File: src/rtl/bcd_display_scanner.sv
// Multiplexed 7-segment scan controller: one BCD digit per slot with dead time, leading-zero blanking
// and frame-aligned commit of new data. Outputs are registered one cycle from state; load_ready = !pending_valid.
module bcd_display_scanner #(
    parameter int NUM_DIGITS       = 4,
    parameter int PRESCALE         = 1000,
    parameter int BLANK_CYCLES     = 16,
    parameter int DIGIT_ACTIVE_LOW = 0
) (
    input  logic                    clk,
    input  logic                    rst,
    input  logic                    load_valid,
    output logic                    load_ready,
    input  logic [4*NUM_DIGITS-1:0] load_data,
    input  logic                    lzb_en,
    output logic [3:0]              bcd,
    output logic [NUM_DIGITS-1:0]   digit_en,
    output logic                    blank,
    output logic                    frame_done
);

    localparam int ON_CYCLES = PRESCALE - BLANK_CYCLES;
    localparam int CW        = $clog2(PRESCALE);
    localparam int IW        = $clog2(NUM_DIGITS);

    localparam logic [CW-1:0] BLANK_LAST = CW'(BLANK_CYCLES - 1);
    localparam logic [CW-1:0] ON_LAST    = CW'(ON_CYCLES - 1);
    localparam logic [IW-1:0] IDX_LAST   = IW'(NUM_DIGITS - 1);
    localparam logic [NUM_DIGITS-1:0] EN_OFF =
        (DIGIT_ACTIVE_LOW != 0) ? {NUM_DIGITS{1'b1}} : {NUM_DIGITS{1'b0}};

    typedef enum logic {S_BLANK, S_ON} state_t;

    state_t                  state;
    logic [CW-1:0]           cnt;
    logic [IW-1:0]           idx;
    logic [4*NUM_DIGITS-1:0] active;
    logic [4*NUM_DIGITS-1:0] pending;
    logic                    pending_valid;

    state_t                  state_n;
    logic [CW-1:0]           cnt_n;
    logic [IW-1:0]           idx_n;
    logic                    boundary;
    logic                    take;
    logic                    pv_n;
    logic [4*NUM_DIGITS-1:0] active_n;
    logic [NUM_DIGITS-1:0]   lead_zero;
    logic                    zero_run;
    logic [3:0]              digit_n;
    logic                    hide_n;
    logic [NUM_DIGITS-1:0]   onehot_n;

    always_comb begin
        state_n  = state;
        cnt_n    = cnt + 1'b1;
        idx_n    = idx;
        boundary = 1'b0;
        if (state == S_BLANK) begin
            if (cnt == BLANK_LAST) begin
                state_n = S_ON;
                cnt_n   = '0;
            end
        end else begin
            if (cnt == ON_LAST) begin
                state_n  = S_BLANK;
                cnt_n    = '0;
                boundary = (idx == IDX_LAST);
                idx_n    = (idx == IDX_LAST) ? '0 : idx + 1'b1;
            end
        end
    end

    // Commit uses the pre-transfer pending_valid, so a load taken in the
    // boundary cycle waits for the following frame.
    always_comb begin
        take     = load_valid && load_ready;
        active_n = (boundary && pending_valid) ? pending : active;
        pv_n     = take || (pending_valid && !boundary);
    end

    // Outputs are computed from next-cycle state so the registered values
    // line up with the slot they describe.
    always_comb begin
        zero_run  = 1'b1;
        lead_zero = '0;
        for (int i = NUM_DIGITS - 1; i >= 0; i--) begin
            zero_run     = zero_run && (active_n[4*i +: 4] == 4'd0);
            lead_zero[i] = zero_run;
        end
        digit_n = 4'd0;
        hide_n  = 1'b0;
        for (int i = 0; i < NUM_DIGITS; i++) begin
            if (idx_n == IW'(i)) begin
                digit_n = active_n[4*i +: 4];
                hide_n  = lzb_en && (i != 0) && lead_zero[i];
            end
        end
        onehot_n = '0;
        if (state_n == S_ON && !hide_n) begin
            onehot_n = NUM_DIGITS'(1) << idx_n;
        end
    end

    always_ff @(posedge clk) begin
        if (rst) begin
            state         <= S_BLANK;
            cnt           <= '0;
            idx           <= '0;
            active        <= '0;
            pending       <= '0;
            pending_valid <= 1'b0;
            bcd           <= 4'd0;
            digit_en      <= EN_OFF;
            blank         <= 1'b1;
            frame_done    <= 1'b0;
            load_ready    <= 1'b1;
        end else begin
            state         <= state_n;
            cnt           <= cnt_n;
            idx           <= idx_n;
            active        <= active_n;
            pending_valid <= pv_n;
            if (take) begin
                pending <= load_data;
            end
            bcd        <= digit_n;
            digit_en   <= onehot_n ^ EN_OFF;
            blank      <= (state_n == S_BLANK) || hide_n;
            frame_done <= (state_n == S_ON) && (cnt_n == ON_LAST) && (idx_n == IDX_LAST);
            load_ready <= !pv_n;
        end
    end

endmodule

File: config.mk
export PLATFORM = sky130hd
export DESIGN_NAME = bcd_display_scanner
export DESIGN_NICKNAME = d
export VERILOG_FILES = /design/src/rtl/bcd_display_scanner.sv
export SDC_FILE = /design/constraint.sdc
export NUM_CORES = 1
export LEC_CHECK = 0
export CAP_MARGIN = 10
export CORE_AREA = 2 2 119 92
export CTS_BUF_LIST = sky130_fd_sc_hd__clkbuf_16
export DETAILED_ROUTE_END_ITERATION = 10
export DIE_AREA = 0 0 121 94
export PLACE_DENSITY = 0.47
export SYNTH_ARGS = -nofsm -noshare
export SYNTH_HDL_FRONTEND = slang
export SYNTH_SLANG_ARGS = --single-unit
export TNS_END_PERCENT = 10
File: constraint.sdc
create_clock -name clk -period 3.3 [get_ports clk]
set_input_delay 0.825 -clock clk [delete_from_list [all_inputs] [get_ports clk]]
set_output_delay 0.825 -clock clk [all_outputs]
set_load 0.02 [all_outputs]
==> results of run 1 <==
## power by group through the flow
stage	Sequential, mW	Clock [mW]	Combinational, mW
final	0.726	0.866	0.0790
after global routing	0.728	0.918	0.0903
after floorplan	0.733	0	0.0424
after CTS	0.726	0.883	0.0810
after global placement	0.740	0	0.0809
after detailed placement	0.739	0	0.0808
## registers in the layout, indices dropped and copies added (netlist names)
register and flops:
digit_en 4, idx 2, blank 1, cnt 10, bcd 4, active 16
pending 16, pending_valid 1, frame_done 1, load_ready 1, state 1
## metal layers
metal	routed length [µm]	up-vias	share of wire [%]	track usage (%)
met4	93	0	1.5	4.94
met2	2440	62	40	15.8
met3	387	8	6.3	3.52
met1	3220	977	52	16.7
li1	-	1062	-	-
met5	0	-	0	0
## stage by stage
stage	worst slack, ns	instance area [µm²]	utilization [%]
after detailed placement	0.659	2920	28.9
after floorplan	1.14	2490	-
final	0.636	3200	31.6
after CTS	0.653	3200	31.6
after global placement	0.750	2920	28.9
after global routing	0.366	3200	31.6
## placed cells by master, fill, tap and decap left out, drive strengths merged, types with 5 or more instances in the layout
cell type	count
nor4	9
clkdlybuf4s50	30
mux4	6
dfxtp	57
xnor2	5
nor2	19
clkbuf	9
nand2	79
inv	6
a21oi	34
## critical path, stage by stage, from the launching register on
cell	delay, ns
dfxtp_1	0.38
ha_1	0.24
nand4b_1	0.24
or4_1	0.98
mux4_2	0.46
a22o_1	0.25
## cells by family after synthesis
logic type / synth area share (%)
buffers and inverters: 2.97
adders and majority gates: 1.01
and+or+nand+nor: 25.9
xor gates and xnor gates: 2.82
muxes: 7.24
DFF: 45.9
AOI/OAI and AO/OA: 14.2
## area by class of cell
cell class                 instances  area, µm²  area share [%]
tap                              136        170            5.31
inverter                           4       15.0           0.469
sequential                        57       1140            35.6
clock buffer                       9        225            7.03
clock inverter                     7       53.8            1.68
timing repair buffer              33        323            10.1
multi-input combinational        210       1270            39.8
## final timing paths
check | start | cells after the start | to
max | cnt[0]$_SDFF_PP0_ | 5 | bcd[1]$_SDFF_PP0_
min | active[0]$_SDFF_PP0_ | 2 | active[0]$_SDFF_PP0_
max reg2reg | cnt[0]$_SDFF_PP0_ | 5 | bcd[1]$_SDFF_PP0_
min reg2reg | active[0]$_SDFF_PP0_ | 2 | active[0]$_SDFF_PP0_
==> results_dict.tcl, run 1 <==
set metrics [dict create \
    status "complete, no violations" \
    clockBufferDepth 2 \
    path_clk_slew_ns 0.05 \
    setup_tns_ns 0 \
    grt_max_degree 28 \
    synth_top_area_cell "dfxtp_1" \
    ys_top_cells_by_area "dfxtp_1, nand2_1, a21oi_1" \
    numCtsBuffers 9 \
    synth_common_cells "nand2_1, dfxtp_1, a21oi_1, nor2_1, clkbuf_1" \
    crit_path_end_kind "register" \
    vdd_drop_max_mv 0.242 \
    wl_mm 6.14 \
    viasPerCell 4.63 \
    sequentialPowerShare_pct 43.4 \
    startpoint_type "register" \
    dieArea_mm2 0.0114 \
    synth_flop_cell "dfxtp_1" \
    worstPathArrival_ns 2.87 \
    relSlewSlack_pct 35.2 \
    yosys_warnings 0 \
    p_sw_mw 0.358 \
    dp_cells 440 \
    rows 32 \
    synth.top_cell.area_share_pct 45.9 \
    grt_pass1_wl_mm 10.2 \
    clock-sinks 57 \
    r2r_slack_ns 0.64 \
    synth_most_common_cell "nand2_1" \
    cts_hold_buf 0 \
    io_pins 31 \
    track_usage_pct 11.6 \
    min_period_ns 2.66 \
    cts_tree "yes" \
    post-route-drc-count 0 \
    total_power_mw 1.67 \
    required_ns 3.51 \
    ys_types 45 \
    finalHoldViolations 0 \
    async_flop_share_pct 0 \
    area_growth_pct 28.7 \
    die_w_um 121 \
    diodes 0 \
    start_util_pct 24.6 \
    comb_power_share_pct 4.7 \
    synth_seq_area_share_pct 45.9 \
    worst_pin_slew_ns 0.971 \
    fin_crit_sh_pct 80.7 \
    cts-resized-gates 0 \
    rsz0062_at_grt "no" \
    p_leak_nw 1.14 \
    avgSynthCellArea_um2 8.76 \
    power_density_mw_per_mm2 522 \
    first_pass_iters 4 \
    intPower_mw 1.31 \
    switching_share_pct 21.4 \
    final-instance-count-excl-fill 456 \
    grt-ovfl-total 0 \
    wl_per_cell_um 13.5 \
    port-buffer-count 30 \
    grt_pass1_vias 2005 \
    cts_setup_buffers 0 \
    core_area_mm2 0.0101 \
    fin_hold_ws_ns 0.458 \
    final.setup_skew_ns 0.00731 \
    report.final.slew_viol_count 0 \
    nets 337 \
    ctsRootBufferMaster "clkbuf_16" \
    cts-htree-levels 3 \
    max-cap-violations 0 \
    clk_latency_ns 0.32 \
    worstPathMaxFanout 27 \
    syn_nets 306 \
    clock.fmax_ghz 0.375 \
    hp-class "register to register" \
    dp_hpwl_mm 4.41 \
    p_clk_share_pct 51.8 \
    netlist_area_mm2 0.00249 \
    ys_seq_elements 57 \
    synth-edff-count 0 \
    ant_nets 0 \
    die_h_um 94 \
    gp_congestion 0.773 \
    setup_viol 0 \
    timing_worst_setup_path_type "register to register" \
    vias 2109 \
    fill_cells 1056 \
    drt_iter0_drc 134 \
    synth_cells 284 \
    grt_antenna_before_repair 0 \
    final_layout_size_suffix_gt1_share_pct 8.44 \
]
No activity file was read; power rests on OpenSTA's default activity.
==> run 2: changes to the inputs <==
==> constraint.sdc (replaced) <==
create_clock -name clk -period 2.5 [get_ports clk]
set_input_delay 0.625 -clock clk [delete_from_list [all_inputs] [get_ports clk]]
set_output_delay 0.625 -clock clk [all_outputs]
set_load 0.02 [all_outputs]
==> run 2 against run 1 <==
  * Wire length increased by 4.4%
  * Critical path depth unchanged
  * Power increased by 26%
  * Combinational power increased by 30%
  * Clock skew decreased by 0.0027 ns
  * Largest power group unchanged
  * Clock power increased by 19%
  * Register-to-register slack got worse by 0.43 ns
  * Critical endpoint unchanged
==> results_dict.tcl, run 2 (synthesized netlist as in run 1, its figures left out) <==
set metrics [dict create \
    status "complete, no violations" \
    die_w_um 121 \
    worstPathArrival_ns 2.50 \
    max_stage_delay_ns 0.79 \
    report.final.slew_viol_count 0 \
    setup_tns_ns 0 \
    drt_iter0_drc 114 \
    p_leak_nw 1.17 \
    start_util_pct 24.6 \
    wl_per_cell_um 13.9 \
    clock.fmax_ghz 0.436 \
    viasPerCell 4.63 \
    dp_hpwl_mm 4.80 \
    relSlewSlack_pct 57.2 \
    gp_congestion 0.834 \
    die_h_um 94 \
    startpoint_type "register" \
    cts-htree-levels 3 \
    final_core_util_pct 31.8 \
    timing.final.ws_setup_ns 0.206 \
    required_ns 2.70 \
    grt_antenna_before_repair 0 \
    numCtsBuffers 9 \
    final_layout_size_suffix_gt1_share_pct 10.7 \
    path_cells "ha_1 > nand4b_1 > or4_1 > mux4_2 > a22o_1" \
    grt_pass1_wl_mm 10.7 \
    path_clk_slew_ns 0.05 \
    hp-class "register to register" \
    wl_mm 6.41 \
    dieArea_mm2 0.0114 \
    cp-startpoint "cnt[0]$_SDFF_PP0_" \
    clk_latency_ns 0.32 \
    final.setup_skew_ns 0.00461 \
    worst_pin_slew_ns 0.638 \
    finalHoldViolations 0 \
    track_usage_pct 12.3 \
    crit_path_end_kind "register" \
    grt_max_degree 30 \
    vias 2139 \
    min_from "active[2]$_SDFF_PP0_" \
    ctsRootBufferMaster "clkbuf_16" \
    port-buffer-count 30 \
    rows 32 \
    clock-sinks 57 \
    setup_viol 0 \
    place_ws_ns 0.206 \
    vdd_drop_max_mv 0.272 \
    fill_cells 1079 \
    io_pins 31 \
    worstPathMaxFanout 15 \
    rsz0062_at_grt "no" \
    first_pass_iters 4 \
    cts_hold_buf 0 \
    cts-resized-gates 0 \
    crit_slowest_cell "or4_1" \
    timing_worst_setup_path_type "register to register" \
    total_power_mw 2.10 \
    nets 343 \
    power_density_mw_per_mm2 651 \
    grt_pass1_vias 2026 \
    min_period_ns 2.29 \
    grt-ovfl-total 0 \
    fin_crit_sh_pct 91.8 \
    cts_tree "yes" \
    fin_hold_ws_ns 0.471 \
    r2r-start "cnt[0]$_SDFF_PP0_" \
    ant_nets 0 \
    post-route-drc-count 0 \
    final_cell_mix "nand2_1, dfxtp_1, a21oi_1" \
    max-cap-violations 0 \
    core_area_mm2 0.0101 \
    cts_setup_buffers 0 \
    layout_commonest_cell "nand2_1" \
    top_regs "active: 16 flops, pending: 16 flops, cnt: 10 flops" \
    diodes 0 \
    area_growth_pct 29.6 \
    clockBufferDepth 2 \
]
run 2: where the power goes:
part / switching (mW) / total, mW / leakage, nW / internal [mW]
registers: 0.0274 / 0.961 / 0.463 / 0.933
clock network: 0.386 / 1.03 / 0.143 / 0.649
logic: 0.0523 / 0.103 / 0.565 / 0.0504
total: 0.466 / 2.10 / 1.17 / 1.63
run 2: metrics by stage:
step / area, µm² / cells
after floorplan: 2490 / 284
after global placement: 2970 / 446
after detailed placement: 2970 / 446
after CTS: 3220 / 462
after global routing: 3220 / 462
final: 3220 / 462
run 2: worst max-delay path, delay by kind of cell (launching register included):
family,cells,cell delay [ns]
flops,1,0.38
simple gates,2,0.94
fa+ha+maj,1,0.24
compound gates,1,0.24
mux,1,0.38
run 2: path summary, 6_finish.rpt:
check | to | slack [ns] | cells past startpoint
max | bcd[1]$_SDFF_PP0_ | 0.21 | 5
min | active[2]$_SDFF_PP0_ | 0.47 | 2
max reg2reg | bcd[1]$_SDFF_PP0_ | 0.21 | 5
min reg2reg | active[2]$_SDFF_PP0_ | 0.47 | 2
run 2: cell type report:
class / count / area [µm²] / area share (%)
Multi-Input combinational cell: 210 / 1270 / 39.5
Inverter: 4 / 15.0 / 0.466
Clock inverter: 7 / 31.3 / 0.970
Tap cell: 136 / 170 / 5.28
Sequential cell: 57 / 1140 / 35.4
Clock buffer: 9 / 225 / 6.98
Timing Repair Buffer: 39 / 368 / 11.4
run 2: metal layers:
| layer | vias up | global-route usage (%) | part of all wire, % |
|---|---|---|---|
| met3 | 2 | 3.76 | 6.5 |
| met4 | 0 | 4.65 | 0.55 |
| li1 | 1079 | - | - |
| met1 | 981 | 18.5 | 54 |
| met2 | 77 | 16.0 | 39 |
| met5 | - | 0 | 0 |
